===== src/rtl/cmd_seq_pkg.sv =====
// Shared definitions for the multi-lane command sequencer: FSM encoding,
// width helpers and the default idle line level.
package cmd_seq_pkg;

    typedef enum logic [1:0] {
        ST_IDLE  = 2'd0,
        ST_FETCH = 2'd1,
        ST_SHIFT = 2'd2
    } state_e;

    localparam logic IDLE_LVL_DEF = 1'b0;

    function automatic int addr_width(input int depth);
        return (depth > 1) ? $clog2(depth) : 1;
    endfunction

    function automatic int bit_cnt_width(input int word_w);
        return (word_w > 1) ? $clog2(word_w) : 1;
    endfunction

endpackage


===== src/rtl/cmd_seq_ram.sv =====
// Pattern RAM: one write port and one registered read port; a read and a
// write to the same address in one cycle return the old word.
module cmd_seq_ram #(
    parameter int DEPTH  = 256,
    parameter int WORD_W = 16,
    parameter int AW     = 8
) (
    input  logic              clk,
    input  logic              we,
    input  logic [AW-1:0]     waddr,
    input  logic [WORD_W-1:0] wdata,
    input  logic [AW-1:0]     raddr,
    output logic [WORD_W-1:0] rdata
);

    logic [WORD_W-1:0] mem_r [DEPTH];
    logic [WORD_W-1:0] rdata_r;

    // write port
    always_ff @(posedge clk) begin
        if (we) begin
            mem_r[waddr] <= wdata;
        end
    end

    // registered read port, sampled every cycle
    always_ff @(posedge clk) begin
        rdata_r <= mem_r[raddr];
    end

    assign rdata = rdata_r;

endmodule


===== src/rtl/cmd_seq_mc.sv =====
// Multi-lane command serializer: replays a RAM-held pattern MSB-first on NCH
// lanes with per-lane enable/invert, repetition count or endless looping.
module cmd_seq_mc
    import cmd_seq_pkg::*;
#(
    parameter int   NCH      = 4,
    parameter int   WORD_W   = 16,
    parameter int   DEPTH    = 256,
    parameter int   REP_W    = 16,
    parameter logic IDLE_LVL = IDLE_LVL_DEF,
    localparam int  AW       = addr_width(DEPTH)
) (
    input  logic              CMD_CLK,
    input  logic              CMD_RST_N,
    input  logic              MEM_WE,
    input  logic [AW-1:0]     MEM_WADDR,
    input  logic [WORD_W-1:0] MEM_WDATA,
    input  logic              START,
    input  logic              STOP,
    input  logic [AW:0]       SIZE,
    input  logic [REP_W-1:0]  REPETITIONS,
    input  logic [NCH-1:0]    CH_EN,
    input  logic [NCH-1:0]    CH_INV,
    input  logic              EXT_START_EN,
    input  logic              EXT_START_PIN,
    output logic [NCH-1:0]    CMD_SERIAL_OUT,
    output logic [NCH-1:0]    CMD_OUTPUT_EN,
    output logic              CMD_WRITING,
    output logic              CMD_LOOP_START,
    output logic              DONE
);

    localparam int BW = bit_cnt_width(WORD_W);
    localparam logic [BW-1:0] BIT_LAST = BW'(WORD_W - 1);
    localparam logic [BW-1:0] BIT_PREF = BW'(WORD_W - 2);

    state_e            state_r, state_nxt_s;
    logic [2:0]        ext_sync_r;
    logic [AW:0]       size_l_r;
    logic [REP_W-1:0]  reps_l_r, rep_cnt_r, rep_inc_s;
    logic [NCH-1:0]    ch_en_l_r, ser_r, oe_r;
    logic [AW-1:0]     addr_r, next_addr_s;
    logic [BW-1:0]     bit_cnt_r;
    logic [WORD_W-1:0] shift_r, rdata_s, word_s;
    logic              stop_pend_r, writing_r, loop_start_r, end_r, done_r;
    logic              start_s, launch_s, bit_s, last_bit_s, loop_end_s, finish_s;

    cmd_seq_ram #(.DEPTH(DEPTH), .WORD_W(WORD_W), .AW(AW)) u_ram (
        .clk   (CMD_CLK),
        .we    (MEM_WE),
        .waddr (MEM_WADDR),
        .wdata (MEM_WDATA),
        .raddr (addr_r),
        .rdata (rdata_s)
    );

    assign start_s  = START | (EXT_START_EN & ext_sync_r[1] & ~ext_sync_r[2]);
    assign launch_s = (state_r == ST_IDLE) && start_s && (SIZE != '0);

    // The first bit of each word comes straight from the RAM output register.
    assign word_s      = (bit_cnt_r == '0) ? rdata_s : shift_r;
    assign bit_s       = word_s[WORD_W-1];
    assign last_bit_s  = (state_r == ST_SHIFT) && (bit_cnt_r == BIT_LAST);
    // addr_r already holds the prefetched address on the last bit, so 0 means wrap
    assign loop_end_s  = last_bit_s && (addr_r == '0);
    assign rep_inc_s   = rep_cnt_r + REP_W'(1);
    assign finish_s    = last_bit_s && (stop_pend_r || STOP ||
                         (loop_end_s && (reps_l_r != '0) && (rep_inc_s == reps_l_r)));
    assign next_addr_s = ({1'b0, addr_r} == (size_l_r - (AW+1)'(1))) ? '0 : addr_r + AW'(1);

    // external start pin synchronizer and edge history
    always_ff @(posedge CMD_CLK or negedge CMD_RST_N) begin
        if (!CMD_RST_N) begin
            ext_sync_r <= '0;
        end else begin
            ext_sync_r <= {ext_sync_r[1:0], EXT_START_PIN};
        end
    end

    // FSM state register
    always_ff @(posedge CMD_CLK or negedge CMD_RST_N) begin
        if (!CMD_RST_N) begin
            state_r <= ST_IDLE;
        end else begin
            state_r <= state_nxt_s;
        end
    end

    // FSM next-state logic
    always_comb begin
        state_nxt_s = state_r;
        case (state_r)
            ST_IDLE:  if (launch_s) state_nxt_s = ST_FETCH; else state_nxt_s = ST_IDLE;
            ST_FETCH: state_nxt_s = ST_SHIFT;
            ST_SHIFT: if (finish_s) state_nxt_s = ST_IDLE; else state_nxt_s = ST_SHIFT;
            default:  state_nxt_s = ST_IDLE;
        endcase
    end

    // sequence configuration latch, counters and shift register
    always_ff @(posedge CMD_CLK or negedge CMD_RST_N) begin
        if (!CMD_RST_N) begin
            size_l_r    <= '0;
            reps_l_r    <= '0;
            ch_en_l_r   <= '0;
            addr_r      <= '0;
            bit_cnt_r   <= '0;
            rep_cnt_r   <= '0;
            stop_pend_r <= 1'b0;
            shift_r     <= '0;
        end else if (launch_s) begin
            size_l_r    <= SIZE;
            reps_l_r    <= REPETITIONS;
            ch_en_l_r   <= CH_EN;
            addr_r      <= '0;
            bit_cnt_r   <= '0;
            rep_cnt_r   <= '0;
            stop_pend_r <= 1'b0;
        end else if (state_r == ST_SHIFT) begin
            shift_r   <= word_s << 1;
            bit_cnt_r <= last_bit_s ? '0 : bit_cnt_r + BW'(1);
            if (bit_cnt_r == BIT_PREF) begin
                addr_r <= next_addr_s;
            end
            if (loop_end_s) begin
                rep_cnt_r <= rep_inc_s;
            end
            if (STOP) begin
                stop_pend_r <= 1'b1;
            end
        end else if ((state_r == ST_FETCH) && STOP) begin
            stop_pend_r <= 1'b1;
        end
    end

    // registered lane and status outputs
    always_ff @(posedge CMD_CLK or negedge CMD_RST_N) begin
        if (!CMD_RST_N) begin
            ser_r        <= {NCH{IDLE_LVL}};
            oe_r         <= '0;
            writing_r    <= 1'b0;
            loop_start_r <= 1'b0;
            end_r        <= 1'b0;
            done_r       <= 1'b0;
        end else begin
            ser_r        <= (state_r == ST_SHIFT) ?
                            ((ch_en_l_r & {NCH{bit_s}}) | (~ch_en_l_r & {NCH{IDLE_LVL}})) :
                            {NCH{IDLE_LVL}};
            oe_r         <= (state_r == ST_SHIFT) ? ch_en_l_r : '0;
            writing_r    <= (state_nxt_s != ST_IDLE) || finish_s;
            loop_start_r <= (state_r == ST_SHIFT) && (bit_cnt_r == '0) && (addr_r == '0);
            end_r        <= finish_s;
            done_r       <= end_r;
        end
    end

    // polarity is applied live so it also affects the idle level
    assign CMD_SERIAL_OUT = ser_r ^ CH_INV;
    assign CMD_OUTPUT_EN  = oe_r;
    assign CMD_WRITING    = writing_r;
    assign CMD_LOOP_START = loop_start_r;
    assign DONE           = done_r;

endmodule


===== config.mk =====
export PLATFORM = sky130hd
export DESIGN_NAME = cmd_seq_mc
export DESIGN_NICKNAME = d
export VERILOG_FILES = /design/src/rtl/cmd_seq_pkg.sv /design/src/rtl/cmd_seq_ram.sv /design/src/rtl/cmd_seq_mc.sv
export SDC_FILE = /design/constraint.sdc
export NUM_CORES = 2
export LEC_CHECK = 0
export ABC_AREA = 1
export CAP_MARGIN = 10
export CORE_MARGIN = 2
export CORE_UTILIZATION = 29
export CTS_BUF_LIST = sky130_fd_sc_hd__clkbuf_8
export CTS_CLUSTER_SIZE = 30
export DETAILED_ROUTE_END_ITERATION = 16
export MAX_ROUTING_LAYER = met4
export SETUP_SLACK_MARGIN = 0.4
export SYNTH_ARGS = -nofsm -noshare
export SYNTH_HDL_FRONTEND = slang
export SYNTH_SLANG_ARGS = --single-unit

===== constraint.sdc =====
create_clock -name CMD_CLK -period 3.34 [get_ports CMD_CLK]
set_input_delay 0.501 -clock CMD_CLK [delete_from_list [all_inputs] [get_ports CMD_CLK]]
set_output_delay 0.501 -clock CMD_CLK [all_outputs]
set_load 0.005 [all_outputs]

# After elaboration in Yosys (flattened, before gate mapping)
# Memory sizes are Yosys's and may differ from the RTL's. A register that Yosys moved wholly into a read port is not among the register bits.
# Index checks and enable logic that the tools add are counted.
# totals
reg_bits	90
ram_bits	4096
output_inout_bits	11
elab_cells	84
n_memories	1
# mem_list
name	words	width	read_ports	rd_ports_with_merged_regs	write_ports	line_no	text
u_ram.mem_r	256	16	1	1	1	cmd_seq_ram.sv:16	logic [WORD_W-1:0] mem_r [DEPTH];
# classes
addsub	4
n_eq_ne	7
n_mux	22
bitwise_logic	7
n_reduce_logical	27
# ops
operator	count
two-way mux 16 bit	4
two-way mux 8 bit	4
two-way mux 4 bit	5
adder 16 x 1 -> 16 bit (second input constant)	1
equality test 16 bit	1
nonzero test 16 bit	1
logical AND 1 bit	10
equality test 8 x 9 -> 1 bit	1
nonzero test 9 bit	1
subtractor 9 x 1 -> 9 bit (second input constant)	1
adder 8 x 1 -> 8 bit (second input constant)	1
equality test 4 bit (second input constant)	2
zero test 8 bit	1
AND reduction 2 bit	4
nonzero test 2 bit	4
two-way mux 1 bit	7
case mux 2 bit (3 select lines)	1
adder 4 x 1 -> 4 bit (second input constant)	1
bitwise AND 4 bit	1
zero test 4 bit	1
bitwise XOR 4 bit	1
logical OR 1 bit	3
!= test 3 bit (second input constant)	1
nonzero test 3 bit	1
7 further kinds	9

# Logic depth before layout (Yosys ltp)
# logic_depth
word_depth	11
mapped_depth	20

# Hierarchy
# Synthesis repeated with hierarchy kept, for this count alone.
# hier_totals
hier_cells	14216
hier_area_um2	170392.2
# by_module_without_submodules
module	instances	cells_per_inst	area_each_um2	seq_area_each_um2
cmd_seq_ram	1	13617	165706.4	123318.3
cmd_seq_mc	1	599	4685.7	2252.2

# Worst setup path before layout
# No wires, ideal clock.
# synth_path
path_type	input port to flip-flop
start	input MEM_WADDR[7]
end	memory u_ram.mem_r[181][0] (enable)
setup_time_ps	409
arrival_time_ps	2054
required_ps	2931
path_slack_ps	877
cell_stages	4
n_path_buf	0
path_cell_list	inv_1 -> nor2_1 -> nand2_1 -> nor3_1
# synth_rtl
element	line_no	text
start: declaration	cmd_seq_mc.sv:16	input logic [AW-1:0] MEM_WADDR,
end: declaration	cmd_seq_ram.sv:16	
# No word-level cell before the write port.

==> impl_metrics.csv <==
group,metric,value,unit
status,status,"finished clean",
cells_and_area,nets,14800,
critical_path,critPathMaxStageDelay,0.49,ns
global_route,grt_max_degree,113,
power,ir_drop,0.438,mV
critical_path,cp_slowest_cell,"sky130_fd_sc_hd__dfrtp_4",
global_route,grt.overflow.total,0,
power,power.leakage,67.2,nW
yosys,top_post_synthesis_cells_by_area,"sky130_fd_sc_hd__edfxtp_1 72%, sky130_fd_sc_hd__nor2_1 8.0%, sky130_fd_sc_hd__o21ai_0 5.9%",
clocking,clock_latency_on_the_worst_skew_pair,1.25,ns
cells_and_area,layout-drive-gt1-share,11.5,%
run,max-cap-violations,0,
detailed_routing,routed_wirelength,515000,µm
power,total_switching_power,0.0231,W
critical_path,worst_setup_end_kind,"flip-flop",
clocking,clock-root-buffer,"sky130_fd_sc_hd__clkbuf_8",
yosys,syn_area,170000,µm²
yosys,syn-instance-count,14100,
detailed_routing,drc_errors,0,
power,power.share.clock,39.2,%
place,port-buffer-count,74,
critical_path,crit_path_max_fanout,30,
critical_path,critical_path_buf_inv_count,3,
power,power_switching_share,22.7,%
yosys,synth_enable_flop_cells,4096,
yosys,yosys_most_used_dff,"sky130_fd_sc_hd__edfxtp_1",
cells_and_area,filler_cell_count,57000,
critical_path,critical_path_arrival,4.16,ns
clocking,worst_setup_hold_path_clk_slew,0.06,ns
place,dp_cells,21800,
clocking,clkSinkCount,4202,
critical_path,cp_top_family,"simple AND/OR/NAND/NOR gates",
detailed_routing,drt-initial-drc-count,15000,
cells_and_area,final_util,33.9,%
sta,final.min_clock_period,3.02,ns
yosys,syn-mean-instance-area,12.0,µm²
global_route,grt_first_pass_wirelength,739000,µm
detailed_routing,dr.pass1.iters,6,
detailed_routing,route.detailed.wl_per_inst,22.3,µm
power,seqPwrFrac,57.5,%
power,power.density,514,nW/µm²
die,initial_standard_cell_utilization_of_the_core,29.1,%
sta,finalMaxSlewViolations,0,
sta,post-route-period-util,90.4,%
yosys,postSynthNetCount,14200,
yosys,yosys_register_bits,4202,
sta,rsz0062_at_grt,"yes",
critical_path,timing.critical_path.cells,"buf_12 > buf_6 > buf_4 > o21ai_0 > o211ai_1 > nand3_1 > nand3_1 > nand3_2 > nand3_1 > nand3_1 > nand2_1",
die,die-width,769,µm
die,dieArea,592000,µm²
die,rows,281,
sta,tns,0,ns
sta,timing_worst_slew_pin_value,1.08,ns
clocking,number_of_h_tree_branching_levels,6,
power,p_int,0.0786,W
critical_path,worstPathRequired,4.48,ns
die,fp.dieH,769,µm
global_route,grt_antenna_before_repair,29,
power,power.combinational.fraction,3.3,%
die,io_pins,75,
yosys,synth.top_cell.area_share,72.4,%
cells_and_area,most_frequent_standard_cell_in_the_layout_excluding_fill_and_tap_cells,"sky130_fd_sc_hd__edfxtp_1",
yosys,ys_warn_count,0,
place,globalplace.congestion,0.891,
sta,worst_clock_skew,0.0947,ns
yosys,number_of_distinct_standard_cells_referenced_by_the_synthesized_netlist,41,
global_route,first_global_vias,106000,
detailed_routing,routed_via_density,4.95,
clocking,clock_buffer_count_from_cts,659,
cells_and_area,post_layout_nonfiller_instances,23100,
clocking,clock_path_buffers,4,
detailed_routing,detailroute.via_count,114000,
cells_and_area,syn_to_final_growth,16.5,%
global_route,groute.usage.overall,17.0,%
die,core,585000,µm²
place,detailed_place_hpwl,296000,µm
yosys,synth.yosys.seq_area_share,73.9,%
sta,timing.final.hold_violations,0,
cells_and_area,mostFrequentLayoutCells,"4096 x sky130_fd_sc_hd__edfxtp_1, 3608 x sky130_fd_sc_hd__nor2_1, 1992 x sky130_fd_sc_hd__o21ai_0, 1414 x sky130_fd_sc_hd__nand2_1, 683 x sky130_fd_sc_hd__clkbuf_8",
sta,clock.fmax,0.331,GHz
clocking,tritoncts_clock_tree,"yes",
sta,maxSlewHeadroom,28.2,%
critical_path,path_class,"flip-flop to flip-flop",
sta,setup_viol_count_final,0,
critical_path,critPathLaunchType,"flip-flop",
yosys,yosysTopAreaCell,"sky130_fd_sc_hd__edfxtp_1",
detailed_routing,antenna_violating_nets_post_route,0,
critical_path,critical_path.most_common_cell,"sky130_fd_sc_hd__nand3_1",
yosys,postSynth.asyncResetShare,2.14,%
worst_hold_path,holdCritPathClass,"primary input to flip-flop",
## per-layer routing
| layer | share of wire, % | up-vias | GRT usage [%] |
|---|---|---|---|
| met5 | 0 | - | - |
| met4 | 3.6 | 0 | 5.79 |
| met3 | 9.6 | 867 | 3.14 |
| met2 | 45 | 5591 | 25.7 |
| met1 | 42 | 56300 | 23.1 |
| li1 | - | 51500 | - |
## cells by family after synthesis
family          Yosys count  share of synthesized area (%)
compound gates         2874                           9.19
xor+xnor                 25                          0.146
fa+ha+maj                 7                         0.0516
buf+inv                1189                           3.22
flops                  4202                           73.9
simple gates           5835                           13.5
## cells in the mapped netlist, types with 2 or more instances
library cell,number
sky130_fd_sc_hd__ha_1,7
sky130_fd_sc_hd__nor2_1,3622
sky130_fd_sc_hd__edfxtp_1,4096
sky130_fd_sc_hd__dfxtp_1,16
sky130_fd_sc_hd__buf_4,135
sky130_fd_sc_hd__nor3_2,2
sky130_fd_sc_hd__nand3b_1,2
sky130_fd_sc_hd__buf_1,96
sky130_fd_sc_hd__a21oi_1,237
sky130_fd_sc_hd__o211ai_1,438
sky130_fd_sc_hd__buf_2,259
sky130_fd_sc_hd__o21ai_1,107
sky130_fd_sc_hd__clkbuf_1,403
sky130_fd_sc_hd__inv_1,243
sky130_fd_sc_hd__or2_2,18
sky130_fd_sc_hd__o22ai_1,81
sky130_fd_sc_hd__buf_6,24
sky130_fd_sc_hd__xnor2_1,4
sky130_fd_sc_hd__o21ai_0,1998
sky130_fd_sc_hd__clkinv_1,23
sky130_fd_sc_hd__nor4_1,3
sky130_fd_sc_hd__dfrtp_1,90
sky130_fd_sc_hd__inv_2,6
sky130_fd_sc_hd__nand3_1,692
sky130_fd_sc_hd__nor3_1,11
sky130_fd_sc_hd__xor2_1,19
sky130_fd_sc_hd__a31oi_1,8
sky130_fd_sc_hd__nand4_1,12
sky130_fd_sc_hd__nand2_1,1467
sky130_fd_sc_hd__nor2_2,2
## power by group through the flow
stage / sequential (W) / combinational (W) / clock (W)
CTS: 0.0585 / 0.00326 / 0.0405
global route: 0.0585 / 0.00355 / 0.0427
global placement: 0.0596 / 0.00312 / 0
finish: 0.0585 / 0.00331 / 0.0399
floorplan: 0.0595 / 0.00117 / 0
detailed placement: 0.0596 / 0.00318 / 0
## worst register-to-register path, stage by stage, from the launching register on
cell                       delay (ns)
sky130_fd_sc_hd__dfrtp_4         0.49
sky130_fd_sc_hd__buf_12          0.26
sky130_fd_sc_hd__buf_6           0.34
sky130_fd_sc_hd__buf_4           0.33
sky130_fd_sc_hd__o21ai_0         0.12
sky130_fd_sc_hd__o211ai_1        0.40
sky130_fd_sc_hd__nand3_1         0.24
sky130_fd_sc_hd__nand3_1         0.14
sky130_fd_sc_hd__nand3_2         0.21
sky130_fd_sc_hd__nand3_1         0.16
sky130_fd_sc_hd__nand3_1         0.18
sky130_fd_sc_hd__nand2_1         0.11
## timing repair
| action | in CTS | in global routing |
|---|---|---|
| gates cloned | 15 | 7 |
| setup endpoints to repair | 28 | 29 |
| endpoints found under the hold margin | 2468 | 0 |
| resized for setup | 146 | 87 |
| setup buffers | 14 | 1 |
| hold buffers | 52 | 0 |
| pin swaps | 16 | 20 |
## flip-flops by register name, summed over array words and instances (netlist names), 2 cells and up
signal         flops
u_ram.rdata       16
CMD_OUTPUT_EN      4
addr_r             8
ext_sync_r         3
reps_l_r          16
size_l_r           9
state_r            2
ch_en_l_r          4
shift_r           15
u_ram.mem_r     4096
bit_cnt_r          4
ser_r              4
rep_cnt_r         16
## through the flow
stage	total power (W)	instance area [µm²]	worst slack, ns	hold slack (ns)
4_1_cts	0.102	197000	0.400	0.134
5_1_grt	0.105	198000	0.303	0.222
3_5_place_dp	0.0628	184000	-0.0930	0.342
3_3_place_gp	0.0627	184000	-0.0805	0.337
6_report	0.102	198000	0.319	0.253
2_1_floorplan	0.0607	170000	0.877	0.205
## path summary, 6_finish.rpt
check	start	end	slack, ns	cells past startpoint
setup / recovery	addr_r[1]	u_ram.rdata[1]	0.32	11
hold / removal	MEM_WDATA[12]	u_ram.mem_r[34][12]	0.25	2
setup reg to reg	addr_r[1]	u_ram.rdata[1]	0.32	11
hold reg to reg	ext_sync_r[0]	ext_sync_r[1]	0.35	0
max in group asynchronous	CMD_RST_N	addr_r[1]	2.33	4
min in group asynchronous	CMD_RST_N	addr_r[6]	0.27	3
## layout make-up
class | instances | area (µm²) | area share (%)
timing repair buffer | 889 | 10100 | 5.10
timing repair inverter | 1 | 8.76 | 0.00442
sequential | 4202 | 126000 | 63.5
clock inverter | 481 | 2330 | 1.18
antenna | 18 | 45.0 | 0.0228
inverter | 272 | 1060 | 0.535
tap | 7782 | 9740 | 4.92
multi-input combinational | 8741 | 39700 | 20.0
clock buffer | 683 | 9400 | 4.75
Note: power is estimated with default switching activity, not from simulation.
